File: config.mk
export PLATFORM = sky130hd
export DESIGN_NAME = uart_tx
export DESIGN_NICKNAME = d
export VERILOG_FILES = /design/src/rtl/uart_pkg.sv /design/src/rtl/uart_tx_fifo.sv /design/src/rtl/uart_tx.sv
export SDC_FILE = /design/constraint.sdc
export NUM_CORES = 1
export LEC_CHECK = 0
export CORE_MARGIN = 10
export CORE_UTILIZATION = 35
export CTS_CLUSTER_SIZE = 24
export DETAILED_ROUTE_END_ITERATION = 12
export DONT_BUFFER_PORTS = 1
export GPL_ROUTABILITY_DRIVEN = 0
export MAX_ROUTING_LAYER = met4
export SLEW_MARGIN = 20
export SYNTH_ARGS = -nofsm -noshare
export SYNTH_HDL_FRONTEND = slang
export SYNTH_SLANG_ARGS = --single-unit
File: constraint.sdc
create_clock -name clk -period 3.2 [get_ports clk]
set_input_delay 0.32 -clock clk [delete_from_list [all_inputs] [get_ports clk]]
set_output_delay 0.32 -clock clk [all_outputs]
set_load 0.05 [all_outputs]
File: src/rtl/uart_pkg.sv
// Shared definitions for the UART transmit path.
// Holds the transmitter state encoding, the default bit period in clocks
// and the number of data bits per frame.
package uart_pkg;

    typedef enum logic [1:0] {
        IDLE  = 2'd0,
        START = 2'd1,
        DATA  = 2'd2,
        STOP  = 2'd3
    } tx_state_t;

    localparam int DEFAULT_CLKS_PER_BIT = 87;
    localparam int DATA_BITS            = 8;

endpackage

File: src/rtl/uart_tx_fifo.sv
// Synchronous byte FIFO feeding the UART transmitter.
// Ports:
//   clk, reset          clock, asynchronous active-high reset
//   push, push_data     write request and data (ignored when full)
//   pop, head           read request (ignored when empty) and head-of-queue data
//   full, empty, count  occupancy flags and current entry count
// A push is blocked whenever the FIFO is full, even if a pop happens on the
// same edge; the producer sees full as "not ready" and retries.
module uart_tx_fifo
    import uart_pkg::*;
#(
    parameter int  DEPTH = 4,
    parameter int  WIDTH = DATA_BITS,
    localparam int PTR_W = $clog2(DEPTH),
    localparam int CNT_W = PTR_W + 1
) (
    input  logic             clk,
    input  logic             reset,
    input  logic             push,
    input  logic [WIDTH-1:0] push_data,
    input  logic             pop,
    output logic [WIDTH-1:0] head,
    output logic             full,
    output logic             empty,
    output logic [CNT_W-1:0] count
);

    logic [WIDTH-1:0] mem [DEPTH];
    logic [PTR_W-1:0] wr_ptr;
    logic [PTR_W-1:0] rd_ptr;
    logic             do_push;
    logic             do_pop;

    assign full    = (count == CNT_W'(DEPTH));
    assign empty   = (count == '0);
    assign do_push = push && !full;
    assign do_pop  = pop && !empty;
    assign head    = mem[rd_ptr];

    // DEPTH is a power of two, so pointers wrap naturally.
    always_ff @(posedge clk or posedge reset) begin
        if (reset) begin
            wr_ptr <= '0;
            rd_ptr <= '0;
            count  <= '0;
        end else begin
            if (do_push) wr_ptr <= wr_ptr + 1'b1;
            if (do_pop)  rd_ptr <= rd_ptr + 1'b1;
            case ({do_push, do_pop})
                2'b10:   count <= count + 1'b1;
                2'b01:   count <= count - 1'b1;
                default: count <= count;
            endcase
        end
    end

    // Storage needs no reset: entries are only readable once counted.
    always_ff @(posedge clk) begin
        if (do_push) mem[wr_ptr] <= push_data;
    end

endmodule

File: src/rtl/uart_tx.sv
// UART transmitter: 8N1 framing, LSB first, with a small input byte buffer.
// Ports:
//   clk, reset            clock, asynchronous active-high reset
//   data_in, data_valid   byte offered by the producer
//   data_ready            buffer can accept a byte this cycle
//   tx_pin                registered serial line, idle high
//   tx_busy               a frame is on the line
//   tx_done               pulse on the last clock of each stop bit
//   fifo_count            bytes waiting, excluding the one being shifted
//
// state | meaning
// IDLE  | line high, waiting for a buffered byte
// START | start bit (0) for CLKS_PER_BIT clocks
// DATA  | data bits shift[0]..shift[7], CLKS_PER_BIT clocks each
// STOP  | stop bit (1); chains straight into START if a byte is waiting
module uart_tx
    import uart_pkg::*;
#(
    parameter int  CLKS_PER_BIT = DEFAULT_CLKS_PER_BIT,
    parameter int  FIFO_DEPTH   = 4,
    localparam int CNT_W        = $clog2(FIFO_DEPTH) + 1
) (
    input  logic                 clk,
    input  logic                 reset,
    input  logic [DATA_BITS-1:0] data_in,
    input  logic                 data_valid,
    output logic                 data_ready,
    output logic                 tx_pin,
    output logic                 tx_busy,
    output logic                 tx_done,
    output logic [CNT_W-1:0]     fifo_count
);

    localparam int                BAUD_W    = $clog2(CLKS_PER_BIT);
    localparam int                IDX_W     = $clog2(DATA_BITS);
    localparam logic [BAUD_W-1:0] BAUD_LAST = BAUD_W'(CLKS_PER_BIT - 1);
    localparam logic [IDX_W-1:0]  IDX_LAST  = IDX_W'(DATA_BITS - 1);

    tx_state_t            state, state_next;
    logic [BAUD_W-1:0]    baud, baud_next;
    logic [IDX_W-1:0]     bit_idx, bit_idx_next;
    logic [DATA_BITS-1:0] shift, shift_next;
    logic                 tx_next;
    logic                 baud_end;
    logic                 pop;
    logic                 fifo_full;
    logic                 fifo_empty;
    logic [DATA_BITS-1:0] fifo_head;

    uart_tx_fifo #(
        .DEPTH (FIFO_DEPTH),
        .WIDTH (DATA_BITS)
    ) u_fifo (
        .clk       (clk),
        .reset     (reset),
        .push      (data_valid),
        .push_data (data_in),
        .pop       (pop),
        .head      (fifo_head),
        .full      (fifo_full),
        .empty     (fifo_empty),
        .count     (fifo_count)
    );

    assign data_ready = !fifo_full;
    assign baud_end   = (baud == BAUD_LAST);
    assign tx_busy    = (state != IDLE);
    assign tx_done    = (state == STOP) && baud_end;

    always_ff @(posedge clk or posedge reset) begin
        if (reset) begin
            state   <= IDLE;
            baud    <= '0;
            bit_idx <= '0;
            shift   <= '0;
            tx_pin  <= 1'b1;
        end else begin
            state   <= state_next;
            baud    <= baud_next;
            bit_idx <= bit_idx_next;
            shift   <= shift_next;
            tx_pin  <= tx_next;
        end
    end

    always_comb begin
        state_next   = state;
        baud_next    = baud;
        bit_idx_next = bit_idx;
        shift_next   = shift;
        pop          = 1'b0;

        case (state)
            IDLE: begin
                if (!fifo_empty) begin
                    pop        = 1'b1;
                    shift_next = fifo_head;
                    baud_next  = '0;
                    state_next = START;
                end
            end
            START: begin
                if (baud_end) begin
                    baud_next    = '0;
                    bit_idx_next = '0;
                    state_next   = DATA;
                end else begin
                    baud_next = baud + 1'b1;
                end
            end
            DATA: begin
                if (baud_end) begin
                    baud_next = '0;
                    if (bit_idx == IDX_LAST) state_next = STOP;
                    else                     bit_idx_next = bit_idx + 1'b1;
                end else begin
                    baud_next = baud + 1'b1;
                end
            end
            STOP: begin
                if (baud_end) begin
                    baud_next = '0;
                    if (!fifo_empty) begin
                        pop        = 1'b1;
                        shift_next = fifo_head;
                        state_next = START;
                    end else begin
                        state_next = IDLE;
                    end
                end else begin
                    baud_next = baud + 1'b1;
                end
            end
            default: state_next = IDLE;
        endcase

        // The line is registered from the next state so the start bit
        // appears on the cycle right after the pop.
        case (state_next)
            START:   tx_next = 1'b0;
            DATA:    tx_next = shift_next[bit_idx_next];
            default: tx_next = 1'b1;
        endcase
    end

endmodule

==> flow_summary.toml, run 1 <==
[status]
outcome = "finished, final reports clean"

[routing]
wl_per_cell_um = 15.9
drc_errors = 0
finalWirelength_mm = 5.18
dr_wl_met3_um = 272
via_per_inst = 5.13
drt_pass1_iterations = 4
vias = 1673
dr_wl_met2_mm = 2.50
met1_length_mm = 2.30
drt_iter0_markers = 62
highest_layer = "met4"
antenna_left = 0

[die]
dieHeight_um = 110
ios = 18
die_w_um = 110
die_area_um2 = 12200
rows = 32
start_util_pct = 36.4
core_um2 = 7850

[yosys]
syn_nets = 233
syn_area_per_cell_um2 = 13.7
synthSimpleGateAreaFrac_pct = 10.7
synthDistinctLibCells = 44
seq_area_frac_synth_pct = 58.3
yosysWarnings = 0
yosysTopAreaCell = "edfxtp_1"
syn_area_um2 = 2850
synth_ff_type = "edfxtp_1"
synth_edf_count = 32
async_flop_share_pct = 46.7
synthAdderAreaFrac_pct = 6.40
synthCells = 208
synth_top_area_share_pct = 33.7
synth-compound-area-share_pct = 12.6
synth-seq-cells = 60
synth_top_family_by_area = "compound AO/OA/AOI/OAI gates"
synthXorXnorAreaFrac_pct = 2.46
synth_mux_area_share_pct = 6.31
synth.area.top_cells = "edfxtp_1 34%, dfrtp_1 24%, mux4_2 6.3%"

[final_layout]
nets = 244
layout-drive-gt1-share_pct = 17.9
syn_to_final_growth_pct = 11.9
antennaDiodeCount = 0
fill_cells = 746

[clock_tree]
cts_buffers = 9
cts_setup_buffers = 0
cts_tree = "done"
cts.path.max_buffers = 2
clock_sinks = 60
post_cts_resized = 0
h-tree-depth = 3
clk_pin_slew_ps = 80
hold_buffers = 0
insertion_delay_ps = 340
cts_root_buf = "clkbuf_8"

[worst_setup_path]
critical_path_class = "reg2reg"
path_buf_inv = 2
worstPathCellList = "inv_1, ha_1, and2_1, and3_4, o21a_4, ha_1, inv_1, fa_1, xor2_1, nor2_1, xor2_1"
cp.required_ps = 3470
crit_slowest_cell = "dfrtp_1"
cp-end-kind = "flop"
max_stage_delay_ps = 430
critPathMaxFanout = 14
crit_family = "simple AND/OR/NAND/NOR gates"
cp.arrival_ps = 2950
cp-start-kind = "flop"

[sta]
max-slew-margin-rel_pct = 57.4
rsz0062_at_grt = "false"
fmax_mhz = 373
min_period_ps = 2680
setup-tns-final_ps = 0
skew_ps = 9.27
worst_pin_slew_ps = 638
final.period_utilization_pct = 83.8
hold_viol = 0
setup_viol = 0
maxSlewViolCount = 0

[placed_design]
dp_hpwl_mm = 3.66
port_buffers = 0

[global_routing]
grt_pass1_wl_mm = 8.97
grt_pass1_vias = 1774
grt_antenna_before_repair = 0
track_usage_pct = 9.87
grt_start_max_net_pins = 29
grt-ovfl-total = 0

[power_and_ir_drop]
vdd_ir_drop_max_v = 0.000368
p_per_area_nw_per_um2 = 884
power.total_mw = 2.82
leakage_nw = 1.28

[flow_run]
cap_violations = 0

[hold_path]
hp-class = "in2reg"
## metrics by stage
step	std cells	cell area, um2	hold slack, ps	worst slack, ps	utilization [%]
floorplan	208	2850	385	352	-
global placement	309	2980	419	627	37.9
detailed placement	309	2980	419	554	37.9
CTS	325	3180	47.8	514	40.6
global route	326	3190	46.8	286	40.7
finish	326	3190	65.6	520	40.7
## cells in the mapped netlist, types with 2 or more instances
library cell / instances
o31ai_1: 3
and2_1: 3
a221oi_2: 2
inv_1: 13
a221oi_1: 2
and3_1: 5
a31oi_1: 2
o211ai_1: 2
ha_1: 13
xnor2_1: 3
nand2_1: 14
and3_4: 2
nand2b_1: 4
xor2_1: 5
nor3_1: 4
a21o_1: 2
edfxtp_1: 32
buf_2: 3
o21ai_0: 3
o21ai_1: 5
nand3_1: 7
nor2_1: 12
dfrtp_1: 27
or3_1: 2
buf_6: 2
a22o_1: 9
a21oi_1: 2
mux4_2: 8
a41o_1: 2
## routing by layer
layer / vias to the layer above / GRT usage [%]
met5: - / -
met4: 0 / 4.95
met3: 12 / 3.66
met2: 37 / 15.4
met1: 818 / 10.9
li1: 806 / -
## worst paths after layout
check,slack (ps),to,start,cells past startpoint
min in group asynchronous,500,u_fifo.wr_ptr[0],reset,2
worst max register to register,520,u_fifo.count[2],baud[0],11
worst min register to register,510,shift[0],shift[0],1
worst max-delay path,520,u_fifo.count[2],baud[0],11
worst min-delay path,70,u_fifo.mem[2][7],data_in[7],0
max in group asynchronous,2300,shift[2],reset,2
## area by class of cell
type                       instances  area [um2]  share of cell area [%]
clock buffer                       9         124                    3.88
sequential                        60        1660                    52.1
clock inverter                     7        82.6                    2.59
tap                              102         128                    4.00
inverter                          14        52.6                    1.65
multi-input combinational        128        1100                    34.4
timing repair buffer               6        47.5                    1.49
## cell usage in the layout (no fill, tap or decap), types with 7 or more instances in the layout
master    count
a22o_1        9
clkbuf_8      9
dfrtp_1      27
edfxtp_1     32
ha_1         13
inv_1        12
mux4_2        8
nand2_1      14
nand3_1       7
nor2_1       12
## flip-flops by register name, summed over array words and instances, names as in the netlist
signal and cells:
state 2, u_fifo.count 3, tx_pin 1, u_fifo.rd_ptr 2
u_fifo.mem 32, baud 7, u_fifo.wr_ptr 2, bit_idx 3
shift 8
## cells by family (layout without fill, tap and decap cells)
group           after synthesis  count (layout)
compound gates               42              42
xor+xnor                      8               8
fa+ha+maj                    14              14
buf+inv                      20              36
flops                        60              60
mux                           8               8
simple gates                 56              56
## where the power goes
group / switching, mW / leakage, nW / internal (mW)
Combinational: 0.513 / 0.528 / 0.384
Clock: 0.340 / 0.0988 / 0.372
Sequential: 0.200 / 0.655 / 1.02
Note: power is estimated with default switching activity, not from simulation.
==> run 2, diff against run 1 <==
- clock period: 3.2 -> 2.5 ns (I/O delays scaled with it)
==> run 2 against run 1 <==
Register-to-register slack worse by 370 ps; largest power group unchanged; critical path depth is the same; global-route usage is 0.49 points higher; fmax is 14% higher; clock skew rose by 1.0 ps; flip-flop and latch count is the same; via count grew 4.3%; power grew 40%; combinational power grew 58%; clock power up 42%; critical path type unchanged.
==> flow_summary.toml, run 2 (synthesis results as in run 1) <==
[final_layout]
fill_cells = 715
largest_register = "u_fifo.mem"
antennaDiodeCount = 0
final_cells = 350
layout-drive-gt1-share_pct = 26.6
reg.largest.list = "u_fifo.mem: 32 flops, shift: 8 flops, baud: 7 flops"
syn_to_final_growth_pct = 22.8
final_util_pct = 44.7
layout_common_cells = "32 x edfxtp_1, 25 x dfrtp_1, 20 x buf_4, 14 x nand2_1, 13 x inv_1"
nets = 268
largest_register_ffs = 32
layout_commonest_cell = "edfxtp_1"

[power_and_ir_drop]
vdd_ir_drop_max_v = 0.000675
leakage_nw = 1.42
p_per_area_nw_per_um2 = 1130

[sta]
skew_ps = 10.3
maxSlewViolCount = 0
max-slew-margin-rel_pct = 67.4
min_period_ps = 2350
setup_viol = 0
final.period_utilization_pct = 94.2
worst_pin_slew_ps = 477
rsz0062_at_grt = "false"
hold_viol = 0
fmax_mhz = 425

[worst_setup_path]
reg2reg_slack_ps = 150
cpMostUsedCell = "buf_4"
cp-start-kind = "flop"
cp.required_ps = 2770
path_buf_inv = 3
cp.arrival_ps = 2630
cp-end-kind = "flop"
worstPathCellList = "inv_1, ha_4, nor2b_2, a31oi_4, a221oi_4, buf_4, buf_4, a221o_1, o211ai_1, a31oi_1, o31a_1"
critical_path_class = "reg2reg"
crit_family = "compound AO/OA/AOI/OAI gates"
critPathMaxFanout = 7
crit_slowest_cell = "dfrtp_1"
max_stage_delay_ps = 410

[die]
rows = 32
ios = 18
dieHeight_um = 110
core_um2 = 7850
die_w_um = 110
start_util_pct = 36.4
die_area_um2 = 12200

[routing]
vias = 1745
antenna_left = 0
drt_pass1_iterations = 4
finalWirelength_mm = 5.46
drc_errors = 0
wl_per_cell_um = 15.6
via_per_inst = 4.99
drt_iter0_markers = 87

[global_routing]
grt-ovfl-total = 0
grt_start_max_net_pins = 26
grt_antenna_before_repair = 0
grt_pass1_wl_mm = 9.47
track_usage_pct = 10.4
grt_pass1_vias = 1842

[placed_design]
dp_hpwl_mm = 3.78
port_buffers = 0
dp.cells = 319

[clock_tree]
insertion_delay_ps = 340
cts_buffers = 9
h-tree-depth = 3
clock_sinks = 60
cts.path.max_buffers = 2
clk_pin_slew_ps = 80
cts_tree = "done"
cts_root_buf = "clkbuf_8"

[hold_path]
hp-class = "in2reg"

[flow_run]
cap_violations = 0

[status]
outcome = "finished, final reports clean"
-- run 2: changes by cell type in the layout (fill, tap and decap cells not counted), moves of 2 or more --
cell           previous run  this run
ha_4                      0         2
buf_4                     5        20
dlygate4sd3_1             1         9
dfrtp_1                  27        25
clkinvlp_4                2         0
dfrtp_2                   0         2
ha_1                     13        11
a31oi_4                   0         2
-- run 2: final cells by class --
cell class / count / area (um2) / share of cell area [%]
clock inverters: 7 / 106 / 3.03
well taps: 102 / 128 / 3.64
multi-input cells: 128 / 1170 / 33.4
flip-flops and latches: 60 / 1670 / 47.5
inverters: 14 / 52.6 / 1.50
repair buffers: 30 / 260 / 7.42
clock buffers: 9 / 124 / 3.53
-- run 2: repair_timing --
action,4_1_cts,5_1_grt
setup buffers,1,5
pin swaps,1,1
endpoints found under the hold margin,59,0
gates resized for setup,0,13
endpoints found under the setup margin,1,2
hold buffers,9,0
-- run 2: routing by layer --
layer	vias up	track usage, %	wire length, um
met5	-	-	0
met4	0	4.86	84
met3	7	3.02	202
met2	30	15.4	2570
met1	852	12.8	2600
li1	856	-	-
-- run 2: worst paths after layout --
path / to / start / cells past startpoint
setup / recovery: tx_pin / state[0] / 11
hold / removal: u_fifo.wr_ptr[1] / data_valid / 2
setup reg to reg: tx_pin / state[0] / 11
hold reg to reg: shift[6] / shift[6] / 1
max in group asynchronous: tx_pin / reset / 3
min in group asynchronous: u_fifo.wr_ptr[0] / reset / 2
-- run 2: worst register-to-register path: stages (launching register included) --
cell and delay, ps:
dfrtp_1 410, inv_1 100, ha_4 280, nor2b_2 170, a31oi_4 190, a221oi_4 100
buf_4 150, buf_4 130, a221o_1 260, o211ai_1 90, a31oi_1 100, o31a_1 290
-- run 2: metrics by stage --
stage          instance area [um2]  worst slack [ps]  TNS [ps]  hold slack, ps  power (mW)
2_1_floorplan                 2870              17.7         0             315        2.48
3_3_place_gp                  3080             -7.34     -7.34            30.4        2.86
3_5_place_dp                  3080              33.5         0            35.5        2.88
4_1_cts                       3410              6.71         0             197        3.92
5_1_grt                       3510              3.43         0             234        4.21
6_report                      3510               145         0             213        3.94
-- run 2: report_power, final --
part           switching [mW]  internal [mW]
logic                   0.781          0.642
registers               0.203           1.31
clock network           0.433          0.580
==> run 3, diff against run 2 <==
- CORE_UTILIZATION: 35 -> 25
- HOLD_SLACK_MARGIN: unset -> 0.08
==> run 3 against run 2 <==
Sequential power is essentially flat; clock skew shrank 3.4 ps; count of clock-buffer cells in the layout is the same; design area grew 1.7%; critical path type unchanged; largest power group unchanged; highest routed layer unchanged.
==> flow_summary.toml, run 3 (synthesis results as in run 1) <==
[status]
outcome = "finished, final reports clean"

[worst_setup_path]
cp-start-kind = "flop"
cp.required_ps = 2750
critPathMaxFanout = 7
critical_path_class = "reg2reg"
cp.arrival_ps = 2640
cp-end-kind = "flop"

[routing]
wl_per_cell_um = 14.1
drt_iter0_markers = 66
antenna_left = 0
finalWirelength_mm = 5.42
via_per_inst = 4.51
drt_pass1_iterations = 4
vias = 1738
drc_errors = 0

[final_layout]
final_cells = 385
layout_common_cells = "32 x edfxtp_1, 25 x dfrtp_1, 18 x buf_4, 14 x nand2_1, 13 x inv_1"
largest_register = "u_fifo.mem"
layout-drive-gt1-share_pct = 24.1
fin_area_um2 = 3570
final_util_pct = 32.3
largest_register_ffs = 32
layout_commonest_cell = "edfxtp_1"
reg.largest.list = "u_fifo.mem: 32 flops, shift: 8 flops, baud: 7 flops"
multi_input_area_um2 = 1120
syn_to_final_growth_pct = 25.0
ff_latch_area_um2 = 1670
fill_cells = 1107
nets = 265
antennaDiodeCount = 0

[flow_run]
cap_violations = 0

[global_routing]
grt_start_max_net_pins = 20
grt_antenna_before_repair = 0
grt_pass1_wl_mm = 9.09
grt-ovfl-total = 0
track_usage_pct = 7.22
grt_pass1_vias = 1815

[sta]
final.period_utilization_pct = 95.7
setup_viol = 0
min_period_ps = 2390
holdWs_ps = 232
rsz0062_at_grt = "false"
max-slew-margin-rel_pct = 64.5
setup-tns-final_ps = 0
hold_viol = 0
skew_ps = 6.86
fmax_mhz = 418
maxSlewViolCount = 0
worst_pin_slew_ps = 520
worst_slack_ps = 108

[power_and_ir_drop]
p_per_area_nw_per_um2 = 1170
vdd_ir_drop_max_v = 0.000530
leakage_nw = 1.44
power.total_mw = 4.18

[hold_path]
hp-class = "in2reg"

[clock_tree]
cts_buffers = 9
h-tree-depth = 3
cts_tree = "done"
clk_pin_slew_ps = 50
cts_root_buf = "clkbuf_16"
cts.path.max_buffers = 2
clock_sinks = 60
insertion_delay_ps = 320

[die]
rows = 38
dieHeight_um = 127
die_area_um2 = 16100
core_um2 = 11000
die_w_um = 127
start_util_pct = 25.9
ios = 18

[placed_design]
port_buffers = 0
dpl_worst_slack_ps = 39.1
dp.cells = 357
placement.cell_area_um2 = 3120
dp_hpwl_mm = 3.95
-- run 3: final cells by class --
class / instances / share of cell area [%]
clock buffers: 9 / 6.31
repair buffers: 27 / 6.31
inverters: 14 / 1.47
clock inverters: 7 / 2.77
well taps: 140 / 4.91
multi-input cells: 128 / 31.5
flip-flops and latches: 60 / 46.7
-- run 3: path summary, 6_finish.rpt --
| path | from | endpoint | slack, ps | depth (start not counted) |
|---|---|---|---|---|
| setup / recovery | state[1] | tx_pin | 110 | 10 |
| hold / removal | data_valid | u_fifo.wr_ptr[1] | 230 | 2 |
| setup reg to reg | state[1] | tx_pin | 110 | 10 |
| hold reg to reg | u_fifo.count[0] | u_fifo.count[0] | 490 | 1 |
| max in group asynchronous | reset | tx_pin | 1500 | 3 |
| min in group asynchronous | reset | baud[3] | 340 | 2 |
-- run 3: power breakdown --
group          internal, mW  switching (mW)  total (mW)  leakage [nW]
combinational         0.585           0.787        1.37         0.630
sequential             1.31           0.176        1.48         0.653
clock                 0.876           0.444        1.32         0.156
-- run 3: worst max-delay path, cell delays in order (launching register included) --
cell,delay [ps]
dfrtp_1,410
inv_1,120
ha_4,320
nor2b_1,180
a31oi_2,100
a221oi_4,380
inv_2,100
a221oi_1,200
or3_1,140
a31oi_1,70
o31a_1,300
-- run 3: metal layers --
layer / track usage (%) / up-vias / part of all wire (%)
li1: - / 852 / -
met1: 8.20 / 856 / 47
met2: 11.4 / 21 / 48
met3: 2.42 / 9 / 3.1
met4: 3.01 / 0 / 1.6
met5: - / - / 0
-- run 3: what timing repair did --
action,CTS,global route
hold endpoints to repair,41,0
resized for setup,0,5
setup endpoints to repair,0,2
buffers inserted,0,3
hold buffers,9,0
